==> config.mk <==
export PLATFORM = sky130hd
export DESIGN_NAME = mpu_op_sequencer
export DESIGN_NICKNAME = d
export VERILOG_FILES = /design/src/rtl/mpu_op_sequencer.sv
export SDC_FILE = /design/constraint.sdc
export NUM_CORES = 1
export LEC_CHECK = 0
export ABC_AREA = 0
export CORE_MARGIN = 2
export CORE_UTILIZATION = 38
export CTS_CLUSTER_DIAMETER = 50
export DETAILED_ROUTE_END_ITERATION = 8
export RECOVER_POWER = 50
export SLEW_MARGIN = 10
export SYNTH_ARGS = -nofsm -noshare
export SYNTH_HDL_FRONTEND = slang
export SYNTH_SLANG_ARGS = --single-unit
==> constraint.sdc <==
create_clock -name clk -period 2.6 [get_ports clk]
set_input_delay 0.26 -clock clk [delete_from_list [all_inputs] [get_ports clk]]
set_output_delay 0.26 -clock clk [all_outputs]
set_load 0.02 [all_outputs]
==> src/rtl/mpu_op_sequencer.sv <==
// ---------------------------------------------------------------------------
// mpu_op_sequencer
//   Top-level sequencer for one matrix-multiply operation. It accepts a
//   command, starts the dispatcher, and waits for dispatch to finish. It then
//   waits for the FMA cluster to go idle for DRAIN_CYCLES consecutive cycles,
//   triggers the result collector, and reports done, abort or timeout.
//
// Handshakes: each *_start_out is a level request held for the whole of its
//   state. The partner answers with a level/pulse (disp_ack_in,
//   disp_finished_in, coll_done_in) that is sampled on the rising clock edge.
//   All outputs decode from registered state, so no input reaches an output
//   combinationally.
//
// Ports:
//   clk, rst          clock, synchronous active-high reset
//   cmd_valid_in      command request (sampled only in IDLE)
//   cmd_tag_in        command identifier
//   cmd_ready_out     high in IDLE
//   abort_in          abort current operation / clear error
//   disp_start_out    start request to dispatcher (START state)
//   disp_ack_in       dispatcher has left idle
//   disp_finished_in  dispatcher finished issuing floats
//   cluster_busy_in   busy flags of the 8 FMA units
//   coll_start_out    start request to collector (COLLECT state)
//   coll_done_in      collector has written all results
//   done_out          one-cycle completion pulse
//   done_tag_out      tag of the last completed/errored command
//   error_out         timeout error flag, held until abort/reset
//   op_count_out      saturating completed-operation count
//   state_out         current state (debug)
// ---------------------------------------------------------------------------
module mpu_op_sequencer #(
  parameter int DRAIN_CYCLES = 4,
  parameter int TIMEOUT      = 1024,
  parameter int TAGW         = 4
) (
  input  logic            clk,
  input  logic            rst,
  input  logic            cmd_valid_in,
  input  logic [TAGW-1:0] cmd_tag_in,
  output logic            cmd_ready_out,
  input  logic            abort_in,
  output logic            disp_start_out,
  input  logic            disp_ack_in,
  input  logic            disp_finished_in,
  input  logic [7:0]      cluster_busy_in,
  output logic            coll_start_out,
  input  logic            coll_done_in,
  output logic            done_out,
  output logic [TAGW-1:0] done_tag_out,
  output logic            error_out,
  output logic [15:0]     op_count_out,
  output logic [2:0]      state_out
);

  typedef enum logic [2:0] {
    SEQ_IDLE     = 3'd0,
    SEQ_START    = 3'd1,
    SEQ_DISPATCH = 3'd2,
    SEQ_DRAIN    = 3'd3,
    SEQ_COLLECT  = 3'd4,
    SEQ_DONE     = 3'd5,
    SEQ_ERROR    = 3'd6
  } seq_state_t;

  seq_state_t      r_state;
  logic [TAGW-1:0] r_tag;
  logic [TAGW-1:0] r_done_tag;
  logic [7:0]      r_drain_cnt;
  logic [15:0]     r_wdog;
  logic [15:0]     r_op_count;

  logic w_wait_state;
  logic w_wdog_expired;
  logic w_cluster_idle;

  // The watchdog only runs in the states that wait on an external partner.
  assign w_wait_state   = (r_state == SEQ_START)    || (r_state == SEQ_DISPATCH) ||
                          (r_state == SEQ_DRAIN)    || (r_state == SEQ_COLLECT);
  assign w_wdog_expired = w_wait_state && (r_wdog == 16'(TIMEOUT - 1));
  assign w_cluster_idle = (cluster_busy_in == 8'h00);

  always_ff @(posedge clk) begin
    if (rst) begin
      r_state     <= SEQ_IDLE;
      r_tag       <= '0;
      r_done_tag  <= '0;
      r_drain_cnt <= '0;
      r_wdog      <= '0;
      r_op_count  <= '0;
    end else if (abort_in && (r_state != SEQ_IDLE)) begin
      r_state     <= SEQ_IDLE;
      r_drain_cnt <= '0;
      r_wdog      <= '0;
    end else if (w_wdog_expired) begin
      r_state    <= SEQ_ERROR;
      r_done_tag <= r_tag;
      r_wdog     <= '0;
    end else begin
      case (r_state)
        SEQ_IDLE: begin
          r_wdog <= '0;
          if (cmd_valid_in) begin
            r_tag   <= cmd_tag_in;
            r_state <= SEQ_START;
          end
        end
        SEQ_START: begin
          if (disp_ack_in) begin
            r_state <= SEQ_DISPATCH;
            r_wdog  <= '0;
          end else begin
            r_wdog <= r_wdog + 16'd1;
          end
        end
        SEQ_DISPATCH: begin
          if (disp_finished_in) begin
            r_state     <= SEQ_DRAIN;
            r_drain_cnt <= '0;
            r_wdog      <= '0;
          end else begin
            r_wdog <= r_wdog + 16'd1;
          end
        end
        SEQ_DRAIN: begin
          // A busy unit restarts the idle run but not the watchdog.
          if (!w_cluster_idle) begin
            r_drain_cnt <= '0;
            r_wdog      <= r_wdog + 16'd1;
          end else if (r_drain_cnt == 8'(DRAIN_CYCLES - 1)) begin
            r_state     <= SEQ_COLLECT;
            r_drain_cnt <= '0;
            r_wdog      <= '0;
          end else begin
            r_drain_cnt <= r_drain_cnt + 8'd1;
            r_wdog      <= r_wdog + 16'd1;
          end
        end
        SEQ_COLLECT: begin
          if (coll_done_in) begin
            r_state    <= SEQ_DONE;
            r_done_tag <= r_tag;
            r_wdog     <= '0;
          end else begin
            r_wdog <= r_wdog + 16'd1;
          end
        end
        SEQ_DONE: begin
          if (r_op_count != 16'hFFFF) r_op_count <= r_op_count + 16'd1;
          r_state <= SEQ_IDLE;
        end
        SEQ_ERROR: begin
          r_state <= SEQ_ERROR;
        end
        default: begin
          r_state <= SEQ_IDLE;
        end
      endcase
    end
  end

  assign cmd_ready_out  = (r_state == SEQ_IDLE);
  assign disp_start_out = (r_state == SEQ_START);
  assign coll_start_out = (r_state == SEQ_COLLECT);
  assign done_out       = (r_state == SEQ_DONE);
  assign error_out      = (r_state == SEQ_ERROR);
  assign done_tag_out   = r_done_tag;
  assign op_count_out   = r_op_count;
  assign state_out      = r_state;

endmodule

Word level (Yosys, flattened, before mapping)
Cells that the tools add are included.

word-level totals
  bits in registers = 51
  bits of input ports = 19
  output and inout bits = 28
  logic and storage cells = 74

cells by class
  add/subtract/negate cells = 3
  equal/unequal tests = 21
  mux-type cells = 21
  bitwise logic cells = 2
  reduce and logical (&&, ||, !) cells = 20

operators by type and width
  operator                                                count
  2-to-1 mux 16 bit                                       5
  case mux 16 bit (5 select lines)                        1
  adder 16 x 1 -> 16 bit (second input constant)          2
  2-to-1 mux 8 bit                                        3
  2-to-1 mux 3 bit                                        7
  case mux 3 bit (6 select lines)                         1
  == test 16 x 10 -> 1 bit (second input constant)        1
  inequality test 16 bit (second input constant)          1
  case mux 8 bit (2 select lines)                         1
  2-to-1 mux 4 bit                                        3
  AND reduction 6 bit                                     2
  == test 3 bit (second input constant)                   3
  adder 8 x 1 -> 8 bit (second input constant)            1
  == test 8 x 2 -> 1 bit (second input constant)          1
  logical NOT 8 bit                                       1
  AND reduction 4 bit                                     2
  == test 3 x 2 -> 1 bit (second input constant)          2
  inequality test 2 x 1 -> 1 bit (second input constant)  3
  inequality test 2 bit (second input constant)           3
  inequality test 3 x 1 -> 1 bit (second input constant)  2
  inequality test 3 x 2 -> 1 bit (second input constant)  2
  inequality test 3 bit (second input constant)           2
  AND reduction 3 bit                                     2
  nonzero test 2 bit                                      3
  other kinds (9)                                         13

Depth between registers and ports, before layout
Gate-level depths: netlist (run 1).

  depth in word-level cells = 7
  depth in mapped cells = 8
  mapped depth without buffers = 6

Least setup slack after synthesis (run 1)
Ideal clock, no wire load.

  path type = reg2reg
  start point = reg r_wdog[0]
  end point = reg r_done_tag[0], in the netlist done_tag_out[0]
  library setup time = 0.128 ns
  data arrival time = 2.111 ns
  required time = 2.472 ns
  slack = 0.362 ns
  stages on the path, launching flop included = 8
  buffers on the path = 1
  clock period less this slack = 2.238 ns
  cells stage by stage = dfxtp_1 -> ha_1 -> or4bb_1 -> or4_1 -> buf_2 -> a211o_1 -> mux2i_1 -> nor2_1

on the way
  longest elaborated chain between the ends = 4
  elaborated cells between the ends (all ways) = 6
  classes of those cells = eq/ne (1); mux (1); reduce/logical (4)

RTL lines
  element                               RTL line  RTL
  start, declared                       70        logic [15:0] r_wdog;
  start signal, assigned                113       r_wdog <= r_wdog + 16'd1;
  start signal, assigned                122       r_wdog <= r_wdog + 16'd1;
  start signal, assigned                129       r_wdog <= r_wdog + 16'd1;
  == test 16 x 10 -> 1 bit *            80        assign w_wdog_expired = w_wait_state && (r_wdog == 16'(TIMEOUT - 1));
  logical AND 1 bit *                   80
  nonzero test 2 bit (no source line)   -
  AND reduction 3 bit (no source line)  -
  end signal, assigned                  97        r_done_tag <= r_tag;
  end signal, assigned                  142       r_done_tag <= r_tag;
  end, declared                         68        logic [TAGW-1:0] r_done_tag;

Every way passes the cells marked *; elsewhere a longest branch is shown, timed or not.
A chain may end at the register's enable or synchronous reset.

Worst setup path after layout (run 1)
  start point = reg r_wdog[0]
  end point = reg r_done_tag[2], in the netlist done_tag_out[2]

Same word-level chain as after synthesis.

==> flow_metrics.tcl, run 1 <==
set metrics [dict create \
    post-cts-setup-buffers 0 \
    cts_root_buf "clkbuf_8" \
    wl_per_cell_um 12.8 \
    drtIter0Drc 78 \
    synth_most_common_cell "nor2_1" \
    holdBufCountCts 0 \
    critical_path_class "reg -> reg" \
    synth-edff-count 0 \
    core-area_um2 6420 \
    antennaDiodeCount 0 \
    timing.final.max_slew_violations 0 \
    io_pins 47 \
    required_ns 2.79 \
    p_per_area_nw_per_um2 459 \
    dp_hpwl_mm 4.16 \
    grt_max_degree 18 \
    cts_buffers 5 \
    num_vias 2337 \
    critPathLaunchType "flip-flop" \
    grt_use_total_pct 16.3 \
    layout.nets 385 \
    worstPathMaxFanout 6 \
    vdd_drop_max_mv 0.188 \
    drive_above_1_share_pct 5.22 \
    finClkSkew_ns 0.00815 \
    grt.overflow.total 0 \
    rsz0062_at_grt "no" \
    die_w_um 86.0 \
    dr.pass1.iters 4 \
    synth_ff_type "dfxtp_1" \
    syn_inst 313 \
    fp.dieH_um 86.0 \
    min_path_cells 2 \
    yosysSeqAreaShare_pct 40.0 \
    max-cap-violations 0 \
    finalSetupViolations 0 \
    min_to "r_drain_cnt[1]" \
    clkLatencyLatePin_ns 0.30 \
    yosys_register_bits 51 \
    start_util_pct 39.8 \
    worstHoldStart "r_drain_cnt[1]" \
    holdWs_ns 0.490 \
    synth_cell_types 43 \
    finalHoldViolations 0 \
    grt_pass1_vias 2243 \
    ys_warn_count 0 \
    r2r_slack_ns 0.19 \
    dieArea_um2 7400 \
    min_path_type "reg -> reg" \
    post-route-drc-count 0 \
    synth_top_cell_area_share_pct 40.0 \
    num_rows 29 \
    cts.htree.levels 2 \
    cts_buffer_depth 2 \
    arrival_ns 2.59 \
    place.gp.congestion 0.794 \
    max_freq_mhz 416 \
    finalSetupTns_ns 0 \
    grt_first_pass_wirelength_mm 9.94 \
    finalCriticalPeriod_ns 2.41 \
    synth_top_area_cell "dfxtp_1" \
    cts_resized 0 \
    antenna_found_initial 0 \
    syn_to_final_growth_pct 26.2 \
    fin_crit_sh_pct 92.5 \
    cts_tree "built" \
    finalWirelength_mm 5.65 \
    final_antenna_net_count 0 \
    status "complete, no violations" \
    end_kind "flip-flop" \
    cts.clk_slew.worst_paths_ns 0.10 \
    io_buffers 46 \
    syn-num-nets 335 \
    vias_per_cell 5.30 \
    ys_top_cells_by_area "dfxtp_1 (40%), nor2_1 (7.8%), xor2_1 (6.5%)" \
    cts_num_sinks 51 \
    rr_worst_depth 6 \
    synthTopCellsByCount "nor2_1 (53), dfxtp_1 (51), nand2_1 (20)" \
    ys_async_sr_fraction_pct 0 \
    r2r-start "r_wdog[0]" \
    power.leakage_nw 1.23 \
    slew_headroom_pct 65.8 \
    syn_area_um2 2550 \
    avgSynthCellArea_um2 8.16 \
    regToRegEndpoint "done_tag_out[2]" \
    tightest_slew_ns 0.510 \
]
-- sequential cells by signal, summed over array words and instances, names as in the netlist --
register and flops:
state_out 3, done_tag_out 4, r_tag 4, r_wdog 16, op_count_out 16, r_drain_cnt 8
-- worst max-delay path, stage by stage, from the launching register on --
cell and delay (ns):
dfxtp_1 0.40, ha_1 0.23, or4bb_1 0.51, or4_1 0.54, a211o_1 0.39, mux2i_1 0.18, nor2_1 0.05
-- logic make-up (layout without fill, tap and decap cells) --
logic type | count (synthesis) | in the layout | synth area share [%]
mux | 9 | 9 | 3.53
fa+ha+maj | 3 | 3 | 1.47
flops | 51 | 51 | 40.0
xor+xnor | 27 | 27 | 9.26
buf+inv | 22 | 73 | 3.38
compound gates | 45 | 45 | 11.2
simple gates | 156 | 156 | 31.2
-- cells in the final DEF (no fill, tap or decap), types with 4 or more instances in the layout --
cell type         n
nor2_1           53
dfxtp_1          51
clkdlybuf4s50_1  24
dlygate4sd3_1    22
nand2_1          20
xor2_1           19
nand3_1          16
a21oi_1          16
nand4_1          15
nor3_1           11
mux2i_1           9
buf_4             9
inv_1             8
and3_1            8
o211ai_1          8
xnor2_1           8
nor4_1            5
clkbuf_8          5
and4_1            4
o21ai_0           4
-- layout make-up --
| cell class | count | area [um2] |
|---|---|---|
| flip-flops and latches | 51 | 1020 |
| multi-input cells | 240 | 1450 |
| clock inverters | 3 | 25.0 |
| clock buffers | 5 | 68.8 |
| inverters | 8 | 30.0 |
| fillers | 658 | 3200 |
| repair buffers | 57 | 536 |
| well taps | 77 | 96.3 |
-- where the power goes --
part           switching [mW]  internal (mW)
clock                   0.272          0.193
combinational           0.104         0.0896
sequential             0.0254          0.796
-- per-stage QoR --
stage                     area (um2)  setup slack (ns)  util, %  total power, mW  cells
after floorplan                 2550             0.362        -            0.952    313
after global placement          3140             0.248     48.9             1.04    433
after detailed placement        3140             0.193     48.9             1.04    433
after CTS                       3230             0.167     50.3             1.51    441
after global routing            3220            0.0231     50.2             1.57    441
final                           3220             0.194     50.2             1.48    441
-- worst max-delay path by stage --
stage	startpoint	endpoint	cells past startpoint
3_5_place_dp	r_wdog[0]	done_tag_out[2]	6
2_1_floorplan	r_wdog[0]	done_tag_out[0]	7
5_1_grt	r_wdog[0]	done_tag_out[1]	6
3_3_place_gp	r_wdog[0]	done_tag_out[0]	6
6_report	r_wdog[0]	done_tag_out[2]	6
4_1_cts	r_wdog[0]	done_tag_out[1]	6
-- per-layer routing --
metal  track usage [%]  part of all wire, %  vias up
met5                 0                    0        -
met4              3.75                 0.58        0
met3              4.23                  3.2        2
met2              26.7                   46       36
met1              21.4                   50     1085
li1                  -                    -     1214
Note: power is estimated with default switching activity, not from simulation.
==> run 2, diff against run 1 <==
--- a/config.mk
+++ b/config.mk
@@ -6,6 +6,7 @@
 export NUM_CORES = 1
 export LEC_CHECK = 0
 export ABC_AREA = 0
+export ABC_CLOCK_PERIOD_IN_PS = 2600
 export CORE_MARGIN = 2
 export CORE_UTILIZATION = 38
 export CTS_CLUSTER_DIAMETER = 50
==> results of run 2 <==
The final DEF is identical to that of run 1; final timing and power are the same.
==> run 3, diff against run 2 <==
--- a/config.mk
+++ b/config.mk
@@ -12,6 +12,7 @@
 export CTS_CLUSTER_DIAMETER = 50
 export DETAILED_ROUTE_END_ITERATION = 8
 export RECOVER_POWER = 50
+export REMOVE_ABC_BUFFERS = 1
 export SLEW_MARGIN = 10
 export SYNTH_ARGS = -nofsm -noshare
 export SYNTH_HDL_FRONTEND = slang
==> run 3 against run 2 <==
First-iteration DRC count down 7.7%. Maximum frequency grew 0.44%. Power increased by 6.1%. Setup slack better by 0.010 ns. Cell area is 0.58% higher. Flip-flop and latch count unchanged. Count of clock-buffer cells in the layout did not move. Combinational power grew 2%. Sequential power about the same. Via count down 0.34%. Largest power group unchanged. Highest routed layer unchanged.
==> flow_metrics.tcl, run 3 (synthesized netlist as in run 1, its figures left out) <==
set metrics [dict create \
    critical_path_class "reg -> reg" \
    antennaDiodeCount 0 \
    vias_per_cell 5.28 \
    pwr-share-clk_pct 35.3 \
    vdd_drop_max_mv 0.219 \
    grt_max_degree 18 \
    num_vias 2329 \
    wl_per_cell_um 12.9 \
    switching_power_uw 397 \
    seqPwrFrac_pct 52.1 \
    p_int_mw 1.17 \
    dieArea_um2 7400 \
    most-common-layout-cells "nor2_1 (53), dfxtp_1 (51), clkdlybuf4s50_1 (24)" \
    p_sw_share_pct 25.3 \
    post-cts-setup-buffers 0 \
    tightest_slew_ns 0.844 \
    drtIter0Drc 72 \
    finalCriticalPeriod_ns 2.40 \
    min_path_type "reg -> reg" \
    grt_first_pass_wirelength_mm 9.83 \
    max-cap-violations 0 \
    cts_buffer_depth 2 \
    p_per_area_nw_per_um2 484 \
    cts_buffers 5 \
    num_rows 29 \
    end_kind "flip-flop" \
    slew_headroom_pct 43.2 \
    timing.final.max_slew_violations 0 \
    die_w_um 86.0 \
    cts.htree.levels 2 \
    worstPathMaxFanout 6 \
    power.leakage_nw 1.24 \
    post-route-drc-count 0 \
    rsz0062_at_grt "no" \
    final_common_cell "nor2_1" \
    io_buffers 46 \
    grt_use_total_pct 16.1 \
    dr.pass1.iters 4 \
    place.gp.congestion 0.824 \
    syn_to_final_growth_pct 26.9 \
    cts_num_sinks 51 \
    fin_crit_sh_pct 92.1 \
    required_ns 2.80 \
    critPathLaunchType "flip-flop" \
    worst_slack_ns 0.205 \
    power.total_mw 1.57 \
    cts_tree "built" \
    holdBufCountCts 0 \
    arrival_ns 2.59 \
    cts_resized 0 \
    layout.nets 385 \
    status "complete, no violations" \
    dp_hpwl_mm 4.29 \
    drive_above_1_share_pct 5.22 \
    finalWirelength_mm 5.68 \
    grt_pass1_vias 2208 \
    start_util_pct 39.8 \
    cts.clk_slew.worst_paths_ns 0.09 \
    finalSetupTns_ns 0 \
    final_antenna_net_count 0 \
    clkLatencyLatePin_ns 0.30 \
    finClkSkew_ns 0.00361 \
    core-area_um2 6420 \
    dpl_worst_slack_ns 0.204 \
    cts_root_buf "clkbuf_8" \
    finalHoldViolations 0 \
    comb_power_share_pct 12.6 \
    finalSetupViolations 0 \
    fp.dieH_um 86.0 \
    grt.overflow.total 0 \
    max_freq_mhz 417 \
    antenna_found_initial 0 \
    io_pins 47 \
]
-- run 3: cell count changes in the layout (fill, tap and decap cells not counted) --
cell | before | now
clkinv_2 | 0 | 1
bufinv_16 | 0 | 1
clkinv_4 | 2 | 1
clkinvlp_4 | 1 | 0
-- run 3: cell type report --
cell class / count / area, um2
clock buffer: 5 / 68.8
clock inverter: 3 / 43.8
fill: 613 / 3180
inverter: 8 / 30.0
multi-input combinational: 240 / 1450
sequential: 51 / 1020
tap: 77 / 96.3
timing repair buffer: 57 / 536
-- run 3: final timing paths --
path / slack (ns) / cells past startpoint / endpoint / start
worst max register to register: 0.20 / 6 / done_tag_out[2] / r_wdog[0]
worst min register to register: 0.49 / 2 / r_drain_cnt[1] / r_drain_cnt[1]
worst max-delay path: 0.20 / 6 / done_tag_out[2] / r_wdog[0]
worst min-delay path: 0.49 / 2 / r_drain_cnt[1] / r_drain_cnt[1]
-- run 3: metal layers --
metal / track usage (%) / vias up / part of all wire (%) / wire length [um]
li1: - / 1221 / - / -
met4: 4.62 / 0 / 0.90 / 51
met1: 20.8 / 1074 / 49 / 2790
met2: 27.2 / 29 / 47 / 2680
met5: 0 / - / 0 / 0
met3: 3.27 / 5 / 2.8 / 159
-- run 3: stage by stage --
stage | hold WS [ns] | util (%) | instances | area [um2]
4_1_cts | 0.491 | 50.6 | 441 | 3250
2_1_floorplan | 0.329 | - | 299 | 2500
6_report | 0.491 | 50.5 | 441 | 3240
3_3_place_gp | 0.469 | 48.9 | 433 | 3140
3_5_place_dp | 0.478 | 48.9 | 433 | 3140
5_1_grt | 0.524 | 50.5 | 441 | 3240
-- run 3: worst max-delay path, stage by stage (launching register included) --
cell and delay (ns):
dfxtp_1 0.39, ha_1 0.22, or4bb_1 0.50, or4_1 0.54, a211o_1 0.40, mux2i_1 0.18
nor2_1 0.05
-- run 3: power by group through the flow --
stage	clock (mW)	sequential [mW]	combinational [mW]
after CTS	0.569	0.818	0.204
after global routing	0.607	0.823	0.217
after detailed placement	0	0.836	0.203
final	0.554	0.818	0.198
after global placement	0	0.837	0.203
after floorplan	0	0.842	0.0955
